[config.mk]
export PLATFORM = sky130hd
export DESIGN_NAME = asp_irq_aggregator
export DESIGN_NICKNAME = d
export VERILOG_FILES = /design/src/rtl/asp_irq_aggregator.sv
export SDC_FILE = /design/constraint.sdc
export NUM_CORES = 1
export LEC_CHECK = 0
export CAP_MARGIN = 20
export CORE_AREA = 2 2 76 78
export DETAILED_ROUTE_END_ITERATION = 7
export DIE_AREA = 0 0 78 80
export HOLD_SLACK_MARGIN = 0.03
export PLACE_DENSITY = 0.75
export SYNTH_ARGS = -nofsm -noshare
export SYNTH_HDL_FRONTEND = slang
export SYNTH_SLANG_ARGS = --single-unit
[constraint.sdc]
create_clock -name clk -period 1.1 [get_ports clk]
set_clock_uncertainty 0.2 [all_clocks]
set_input_delay 0.11 -clock clk [delete_from_list [all_inputs] [get_ports clk]]
set_output_delay 0.11 -clock clk [all_outputs]
set_load 0.01 [all_outputs]
[src/rtl/asp_irq_aggregator.sv]
// Interrupt aggregator: per-line edge/level capture into sticky STATUS, masked by ENABLE,
// gated by a global enable, and exposed through a 64-bit Avalon-MM CSR block.
module asp_irq_aggregator #(
    parameter int unsigned NUM_IRQ_LINES  = 4,
    parameter logic [31:0] EDGE_MODE_MASK = 32'h0,
    parameter int unsigned CSR_ADDR_WIDTH = 3,
    parameter logic [15:0] VERSION        = 16'h0001
) (
    input  logic                      clk,
    input  logic                      reset,
    input  logic [NUM_IRQ_LINES-1:0]  irq_in,
    input  logic [CSR_ADDR_WIDTH-1:0] avmm_address,
    input  logic                      avmm_read,
    input  logic                      avmm_write,
    input  logic [63:0]               avmm_writedata,
    input  logic [7:0]                avmm_byteenable,
    output logic [63:0]               avmm_readdata,
    output logic                      avmm_readdatavalid,
    output logic                      avmm_waitrequest,
    output logic                      irq_out
);

    localparam int unsigned N = NUM_IRQ_LINES;
    localparam logic [N-1:0] EDGE_LINES = EDGE_MODE_MASK[N-1:0];

    typedef enum logic [2:0] {
        CSR_STATUS  = 3'd0,
        CSR_ENABLE  = 3'd1,
        CSR_PENDING = 3'd2,
        CSR_FORCE   = 3'd3,
        CSR_CTRL    = 3'd4,
        CSR_PARAMS  = 3'd5
    } csr_e;

    logic [N-1:0] status;
    logic [N-1:0] enable;
    logic [N-1:0] irq_prev;
    logic         global_en;

    logic [31:0]  addr_ext;
    logic         sel_status;
    logic         sel_enable;
    logic         sel_pending;
    logic         sel_force;
    logic         sel_ctrl;
    logic         sel_params;

    logic [63:0]  lane_mask;
    logic [63:0]  wr_bits;
    logic [N-1:0] wr_mask;
    logic [N-1:0] set_events;
    logic [N-1:0] w1c;
    logic [N-1:0] w1s;
    logic [N-1:0] status_next;
    logic [N-1:0] enable_next;
    logic         global_en_next;
    logic [63:0]  rd_word;
    logic [63:0]  params_word;
    logic         unused_wr;

    assign avmm_waitrequest = 1'b0;

    // Zero-extend so narrow address buses never alias onto a defined register.
    assign addr_ext    = 32'(avmm_address);
    assign sel_status  = (addr_ext == 32'(CSR_STATUS));
    assign sel_enable  = (addr_ext == 32'(CSR_ENABLE));
    assign sel_pending = (addr_ext == 32'(CSR_PENDING));
    assign sel_force   = (addr_ext == 32'(CSR_FORCE));
    assign sel_ctrl    = (addr_ext == 32'(CSR_CTRL));
    assign sel_params  = (addr_ext == 32'(CSR_PARAMS));

    always_comb begin
        lane_mask = '0;
        for (int unsigned b = 0; b < 8; b++) begin
            lane_mask[b*8 +: 8] = {8{avmm_byteenable[b]}};
        end
    end

    assign wr_bits   = avmm_writedata & lane_mask;
    assign wr_mask   = lane_mask[N-1:0];
    assign unused_wr = ^wr_bits[63:N];

    assign set_events = (EDGE_LINES & irq_in & ~irq_prev) | (~EDGE_LINES & irq_in);
    assign w1c = (avmm_write && sel_status) ? wr_bits[N-1:0] : '0;
    assign w1s = (avmm_write && sel_force)  ? wr_bits[N-1:0] : '0;

    // Clear is applied first so any coincident set event wins.
    assign status_next = (status & ~w1c) | set_events | w1s;

    always_comb begin
        enable_next    = enable;
        global_en_next = global_en;
        if (avmm_write && sel_enable) begin
            enable_next = (enable & ~wr_mask) | wr_bits[N-1:0];
        end
        if (avmm_write && sel_ctrl && avmm_byteenable[0]) begin
            global_en_next = wr_bits[0];
        end
    end

    always_comb begin
        params_word        = '0;
        params_word[7:0]   = 8'(NUM_IRQ_LINES);
        params_word[31:16] = VERSION;
    end

    always_comb begin
        rd_word = '0;
        if (sel_status) begin
            rd_word[N-1:0] = status;
        end else if (sel_enable) begin
            rd_word[N-1:0] = enable;
        end else if (sel_pending) begin
            rd_word[N-1:0] = status & enable;
        end else if (sel_ctrl) begin
            rd_word[0] = global_en;
        end else if (sel_params) begin
            rd_word = params_word;
        end
    end

    always_ff @(posedge clk or posedge reset) begin
        if (reset) begin
            status    <= '0;
            enable    <= '0;
            irq_prev  <= '0;
            global_en <= 1'b0;
        end else begin
            status    <= status_next;
            enable    <= enable_next;
            irq_prev  <= irq_in;
            global_en <= global_en_next;
        end
    end

    // Derived from registered state, so irq_out trails any STATUS/ENABLE/CTRL change by one cycle.
    always_ff @(posedge clk or posedge reset) begin
        if (reset) begin
            irq_out <= 1'b0;
        end else begin
            irq_out <= global_en & (|(status & enable));
        end
    end

    always_ff @(posedge clk or posedge reset) begin
        if (reset) begin
            avmm_readdata      <= '0;
            avmm_readdatavalid <= 1'b0;
        end else begin
            avmm_readdatavalid <= avmm_read;
            if (avmm_read) begin
                avmm_readdata <= rd_word;
            end
        end
    end

endmodule

* Word-level counts from Yosys, hierarchy flattened *
Cells that the tools add are included.

word-level totals
  register bits = 75
  bits of input ports = 83
  output and inout bits = 67
  logic and storage cells = 39

cells by class
  equality and inequality tests = 5
  mux-type cells = 11
  bitwise logic cells = 10
  reductions and logical operators = 7

operators with widths
  operator                                                               count
  60-bit 2-to-1 mux                                                      2
  32-bit zero test                                                       1
  4-bit 2-to-1 mux                                                       5
  17-bit 2-to-1 mux                                                      1
  4-bit bitwise AND                                                      4
  16-bit 2-to-1 mux                                                      1
  13-bit 2-to-1 mux                                                      1
  4-bit OR                                                               3
  4-bit NOT                                                              2
  3-bit by 2-bit equality test with 1-bit output, second input constant  2
  3-bit equality test, second input constant                             2
  1-bit logical AND                                                      5
  4-bit OR reduction                                                     1
  3-bit by 1-bit equality test with 1-bit output, second input constant  1
  1-bit bitwise AND                                                      1
  1-bit 2-to-1 mux                                                       1

* Logic depth before layout (Yosys ltp) *
Gate-level depths: netlist of the first run.

  depth after elaboration = 7
  gate-level depth with buffers = 5
  depth with buffers taken out = 4

* Least setup slack after synthesis of the first run *
OpenSTA, ideal clock, no wires.

  path kind = input port to flip-flop
  start = input avmm_address[2]
  end = register with a tool-made name
  setup time = 0.125 ns
  data arrival time = 0.839 ns
  required time = 0.775 ns
  path slack = -0.064 ns
  cell stages on the path = 3
  path buffers = 1
  path through = buf_4 nor3_4 mux2_2

RTL lines
  what             line  text
  start, declared  12    input logic [CSR_ADDR_WIDTH-1:0] avmm_address,

==> impl_metrics.py, run 1 <==
metrics = {
    "run_status": {
        "run_status": "finished, violations left",
        "violations": "negative setup slack",
    },
    "worst_setup_path": {
        "crit_arrival_ps": 1060,
        "startpoint_type": "flop",
        "critPathMaxFanout": 3,
        "cp_slowest_cell": "dfrtp_1",
        "crit_family": "flip-flops",
        "worstSetupPathType": "flop to flop",
        "cp_cell_sequence": "o21ai_2 -> a2bb2oi_2 -> o22ai_1",
        "worst_path_largest_cell_delay_ps": 420,
        "cp.required_ps": 1030,
        "crit_buf_inv": 0,
        "crit_path_end_kind": "flop",
    },
    "floorplanning": {
        "die_w_um": 78,
        "die_h_um": 80,
        "core_area_sq_um": 5410,
        "initial_core_util": 0.234,
        "io_pins": 150,
        "rows": 27,
        "die_area_sq_um": 6240,
    },
    "timing": {
        "fmax_mhz": 887,
        "rsz0062_at_grt": "true",
        "period_share": 1.02,
        "slew_violations": 0,
        "min_period_ps": 1130,
        "setup_slack_ps": -27.4,
        "hold_violations": 0,
        "setup_violations": 3,
        "holdWs_ps": 78.9,
    },
    "synthesis": {
        "synth_area_leader_cell": "buf_4",
        "seq_area_frac_synth": 0.317,
        "ys_ff_latch": 16,
        "synth_cell_types": 24,
        "syn_area_per_cell_sq_um": 8.84,
        "async_flop_share": 1.00,
        "synthTopCellsByArea": "buf_4 36%, dfrtp_1 32%, mux2_2 4.5%",
        "syn_area_sq_um": 1260,
        "synth_top_cell_area_share": 0.362,
        "yosys_warnings": 0,
        "syn_inst": 143,
        "synth_edf_count": 0,
        "synthFlopType": "dfrtp_1",
    },
    "layout": {
        "antennaDiodeCount": 0,
        "syn_to_final_growth_pct": 23.5,
        "final_nets": 270,
        "fillers": 591,
        "drive_gt1_frac": 0.292,
        "final-seq-area_sq_um": 400,
        "multi_input_area_sq_um": 632,
        "final_cell_mix": "60 x conb_1, 16 x dfrtp_1, 15 x buf_4",
        "layout_commonest_cell": "conb_1",
    },
    "global_route": {
        "busiest_layer": "met2",
        "grtUsageMet2": 0.125,
        "grt_pass1_wl_um": 3640,
        "antenna_found_initial": 0,
        "grt_pass1_vias": 807,
        "grt.total_usage": 0.0748,
        "grtUsageMet3": 0.0305,
        "grt_max_degree": 17,
        "overflow": 0,
        "met1_usage": 0.0904,
    },
    "detailed_routing": {
        "wl_um": 2530,
        "ant_nets": 0,
        "drc": 0,
        "dr.pass1.iters": 4,
        "wl_per_cell_um": 9.84,
        "first_iter_violations": 21,
        "vias": 908,
        "viasPerCell": 3.53,
    },
    "cts": {
        "cts_buffers": 3,
        "clockBufferDepth": 2,
        "htreeDepth": 1,
        "cts.clk_slew.worst_paths_ps": 60,
        "cts.sinks": 16,
        "cts_root_buf": "clkbuf_8",
        "cts_tree": "built",
        "clock_latency_ps": 250,
    },
    "placement": {
        "gp_congestion": 0.738,
        "pre_cts_slack_ps": -672,
        "dp_hpwl_um": 1900,
        "port_buffers": 22,
    },
    "power": {
        "power.density_nw_per_um2": 1100,
        "p_leak_nw": 0.813,
        "ir_drop_mv": 0.470,
        "finalPower_mw": 1.71,
    },
    "flow_run": {
        "maxCapViolations": 0,
    },
    "min_path": {
        "hp-class": "input port to flop",
    },
}
[worst paths after layout]
| path | from | end | slack, ps | depth (start not counted) |
|---|---|---|---|---|
| max | flop | avmm_readdata[1] | -30 | 3 |
| min | avmm_address[2] | global_en | 80 | 3 |
| max reg2reg | flop | avmm_readdata[1] | -30 | 3 |
| min reg2reg | avmm_readdata[1] | avmm_readdata[1] | 330 | 2 |
| max in group asynchronous | reset | avmm_readdatavalid | 430 | 3 |
| min in group asynchronous | reset | asynchronous set/reset pin | 140 | 3 |
[metal layers]
metal  up-vias  share of wire
li1        437              -
met1       418           0.43
met2        49           0.47
met3         4          0.085
met4         0         0.0075
met5         -              0
[cells in the mapped netlist (all sizes together), types with 2 or more instances]
library cell / instances
buf: 62
dfrtp: 16
a21oi: 10
inv: 9
nand2: 8
nor2: 7
mux2: 5
o21bai: 4
o22ai: 4
nand2b: 3
a22oi: 2
a31oi: 2
nor3: 2
o21ai: 2
[where the power goes]
| part | switching (mW) | internal (mW) | leakage, nW |
|---|---|---|---|
| combinational | 0.286 | 0.276 | 0.605 |
| sequential | 0.0558 | 0.668 | 0.186 |
| clock | 0.183 | 0.242 | 0.0216 |
| total | 0.525 | 1.19 | 0.813 |
[worst min-delay path, delay by kind of cell]
family / cells / cell delay (ps)
and+or+nand+nor: 1 / 90
buffers and inverters: 1 / 140
muxes: 1 / 150
[timing repair]
item                                    in CTS  in global routing
endpoints found under the setup margin      20                 30
buffers inserted                             5                  1
cloned                                       0                  1
endpoints found under the hold margin       16                  0
pin swaps                                    9                  6
gates resized for setup                     53                 12
hold buffers                                 1                  0
[through the flow]
step / utilization / instance area [sq um] / TNS, ps / cells
2_1_floorplan: - / 1510 / -135 / 202
3_3_place_gp: 0.267 / 1440 / -7640 / 247
3_5_place_dp: 0.267 / 1440 / -8090 / 247
4_1_cts: 0.280 / 1520 / -43.5 / 256
5_1_grt: 0.289 / 1560 / -264 / 257
6_report: 0.289 / 1560 / -68.0 / 257
[kinds of logic after synthesis]
family | Yosys count | synth area share
other | 1 | 0.00297
AO/OA/AOI/OAI | 27 | 0.134
buffers and inverters | 72 | 0.401
multiplexers | 5 | 0.0446
AND/OR/NAND/NOR | 22 | 0.101
flip-flops | 16 | 0.317
[area by class of cell]
| cell class | instances | share of cell area |
|---|---|---|
| Clock buffer | 3 | 0.0265 |
| Inverter | 9 | 0.0217 |
| Timing Repair Buffer | 43 | 0.233 |
| Multi-Input combinational cell | 114 | 0.405 |
| Sequential cell | 16 | 0.257 |
| Tap cell | 72 | 0.0577 |
No activity file was read; power rests on OpenSTA's default activity.
==> run 2: changes to the inputs <==
--- a/config.mk
+++ b/config.mk
@@ -9,6 +9,7 @@
 export CORE_AREA = 2 2 76 78
 export DETAILED_ROUTE_END_ITERATION = 7
 export DIE_AREA = 0 0 78 80
+export GPL_ROUTABILITY_DRIVEN = 0
 export HOLD_SLACK_MARGIN = 0.03
 export PLACE_DENSITY = 0.75
 export SYNTH_ARGS = -nofsm -noshare
==> results of run 2 <==
Same layout as run 1: the final DEF is identical, and so are final timing and power.
==> run 3: changes to the inputs <==
--- a/config.mk
+++ b/config.mk
@@ -5,10 +5,11 @@
 export SDC_FILE = /design/constraint.sdc
 export NUM_CORES = 1
 export LEC_CHECK = 0
+export ABC_CLOCK_PERIOD_IN_PS = 1200
 export CAP_MARGIN = 20
-export CORE_AREA = 2 2 76 78
+export CORE_AREA = 2 2 68 83
 export DETAILED_ROUTE_END_ITERATION = 7
-export DIE_AREA = 0 0 78 80
+export DIE_AREA = 0 0 70 85
 export GPL_ROUTABILITY_DRIVEN = 0
 export HOLD_SLACK_MARGIN = 0.03
 export PLACE_DENSITY = 0.75
==> constraint.sdc (replaced) <==
create_clock -name clk -period 1.2 [get_ports clk]
set_clock_uncertainty 0.2 [all_clocks]
set_input_delay 0.12 -clock clk [delete_from_list [all_inputs] [get_ports clk]]
set_output_delay 0.12 -clock clk [all_outputs]
set_load 0.01 [all_outputs]
==> run 3 against run 2 <==
  * The flow now finishes without violations
  * Sequential power fell by 7.7%
  * Core utilization rose by 0.18 points
  * Largest power group unchanged
  * Combinational power fell by 20%
  * Critical path type is now flop to primary output
  * Global-route usage fell by 0.37 points
  * Register-to-register slack improved by 70 ps
  * Flip-flop and latch count did not move
  * Sequential share of layout area rose by 1.1 points
==> impl_metrics.py, run 3 (synthesized netlist as in run 1, its figures left out) <==
metrics = {
    "run_status": {
        "run_status": "finished, final reports clean",
    },
    "detailed_routing": {
        "dr.pass1.iters": 4,
        "wl_met1_um": 849,
        "highest_layer": "met4",
        "drc": 0,
        "wl_um": 2260,
        "viasPerCell": 3.66,
        "route.met2.wl_um": 1180,
        "first_iter_violations": 14,
        "ant_nets": 0,
        "vias": 881,
        "met3_length_um": 225,
        "wl_per_cell_um": 9.38,
    },
    "power": {
        "ir_drop_mv": 0.424,
        "power.density_nw_per_um2": 1060,
        "combPwrFrac": 0.285,
        "p_leak_nw": 0.769,
        "p_clk_frac": 0.294,
        "finalPower_mw": 1.59,
        "p_int_mw": 1.12,
        "switchingPower_uw": 466,
        "p_sw_frac": 0.293,
        "seqPwrFrac": 0.421,
    },
    "flow_run": {
        "maxCapViolations": 0,
    },
    "worst_setup_path": {
        "critPathMaxFanout": 2,
        "crit_buf_inv": 1,
        "crit_path_end_kind": "primary output",
        "reg2regPathDepth": 4,
        "r2r-start": "status[3]",
        "worst_path_largest_cell_delay_ps": 370,
        "cp_slowest_cell": "dfrtp_1",
        "crit_family": "flip-flops",
        "crit_arrival_ps": 840,
        "cp_cell_sequence": "clkdlybuf4s15_1",
        "cp.depth": 1,
        "regToRegSetupSlack_ps": 40,
        "cp.required_ps": 880,
        "startpoint_type": "flop",
        "timing.rr.end": "avmm_readdata[3]",
        "worstSetupPathType": "flop to primary output",
    },
    "timing": {
        "setup_slack_ps": 43.0,
        "slew_violations": 0,
        "hold_violations": 0,
        "fmax_mhz": 864,
        "period_share": 0.964,
        "setup_violations": 0,
        "min_period_ps": 1160,
    },
    "global_route": {
        "grt_pass1_wl_um": 3390,
        "grt_max_degree": 17,
        "grt_pass1_vias": 738,
        "grt.total_usage": 0.0711,
        "antenna_found_initial": 0,
        "overflow": 0,
    },
    "layout": {
        "layout_commonest_cell": "conb_1",
        "final_cell_mix": "60 x conb_1, 16 x dfrtp_1, 13 x buf_4",
        "drive_gt1_frac": 0.218,
        "fillers": 559,
        "antennaDiodeCount": 0,
        "syn_to_final_growth_pct": 18.4,
        "final_nets": 263,
    },
    "cts": {
        "cts.sinks": 16,
        "cts_buffers": 3,
        "clock_latency_ps": 240,
        "cts_tree": "built",
        "cts_root_buf": "clkbuf_8",
        "cts.clk_slew.worst_paths_ps": 60,
        "htreeDepth": 1,
        "clockBufferDepth": 2,
    },
    "floorplanning": {
        "io_pins": 150,
        "die_w_um": 70,
        "die_area_sq_um": 5950,
        "die_h_um": 85,
        "rows": 29,
        "initial_core_util": 0.245,
        "core_area_sq_um": 5150,
    },
    "min_path": {
        "hp-class": "input port to flop",
        "hold_depth": 4,
        "hold_path_end": "global_en",
        "min_from": "avmm_address[1]",
    },
    "placement": {
        "pre_cts_slack_ps": -515,
        "port_buffers": 22,
        "dp_hpwl_um": 1820,
    },
}
-- run 3: per-layer routing --
metal  vias to the layer above  GRT usage
li1                        423          -
met1                       400     0.0753
met2                        56      0.136
met3                         2     0.0297
met4                         0    0.00524
met5                         -          0
-- run 3: repair_timing --
action / 4_1_cts / 5_1_grt
resized for setup: 30 / 12
hold buffers: 1 / 0
hold endpoints to repair: 16 / 0
buffers inserted: 0 / 2
setup endpoints to repair: 20 / 9
pin swaps: 4 / 3
-- run 3: area by class of cell --
type	instances	area [sq um]	area share
inverter	9	33.8	0.0226
sequential	16	400	0.268
multi-input combinational	114	627	0.419
tap	62	77.6	0.0518
clock buffer	4	55.1	0.0368
timing repair buffer	36	303	0.202
-- run 3: power by group through the flow --
| stage | logic [mW] | clock network [mW] | registers, mW |
|---|---|---|---|
| after floorplan | 0.386 | 0 | 0.675 |
| after global placement | 0.414 | 0 | 0.668 |
| after detailed placement | 0.421 | 0 | 0.673 |
| after CTS | 0.424 | 0.472 | 0.664 |
| after global routing | 0.498 | 0.503 | 0.679 |
| final | 0.452 | 0.466 | 0.668 |
-- run 3: how the worst max path moves through the flow --
stage,start,to,slack [ps]
2_1_floorplan,avmm_address[2],flop,30
3_3_place_gp,avmm_address[2],status[2],-490
3_5_place_dp,avmm_address[2],status[2],-510
4_1_cts,avmm_readdatavalid,avmm_readdatavalid,0.7
5_1_grt,status[3],avmm_readdata[3],-30
6_report,avmm_readdata[1],avmm_readdata[1],40
-- run 3: worst min-delay path, stage by stage --
cell     delay (ps)
buf_2           120
nor2_1           80
nand4_1         100
mux2_2          150
-- run 3: through the flow --
stage	util	setup TNS [ps]	hold WS [ps]	area [sq um]	instances
2_1_floorplan	-	0	-166	1490	202
3_3_place_gp	0.270	-5930	248	1390	234
3_5_place_dp	0.270	-6320	242	1390	234
4_1_cts	0.286	0	150	1480	239
5_1_grt	0.290	-28.0	215	1500	241
6_report	0.290	0	155	1500	241
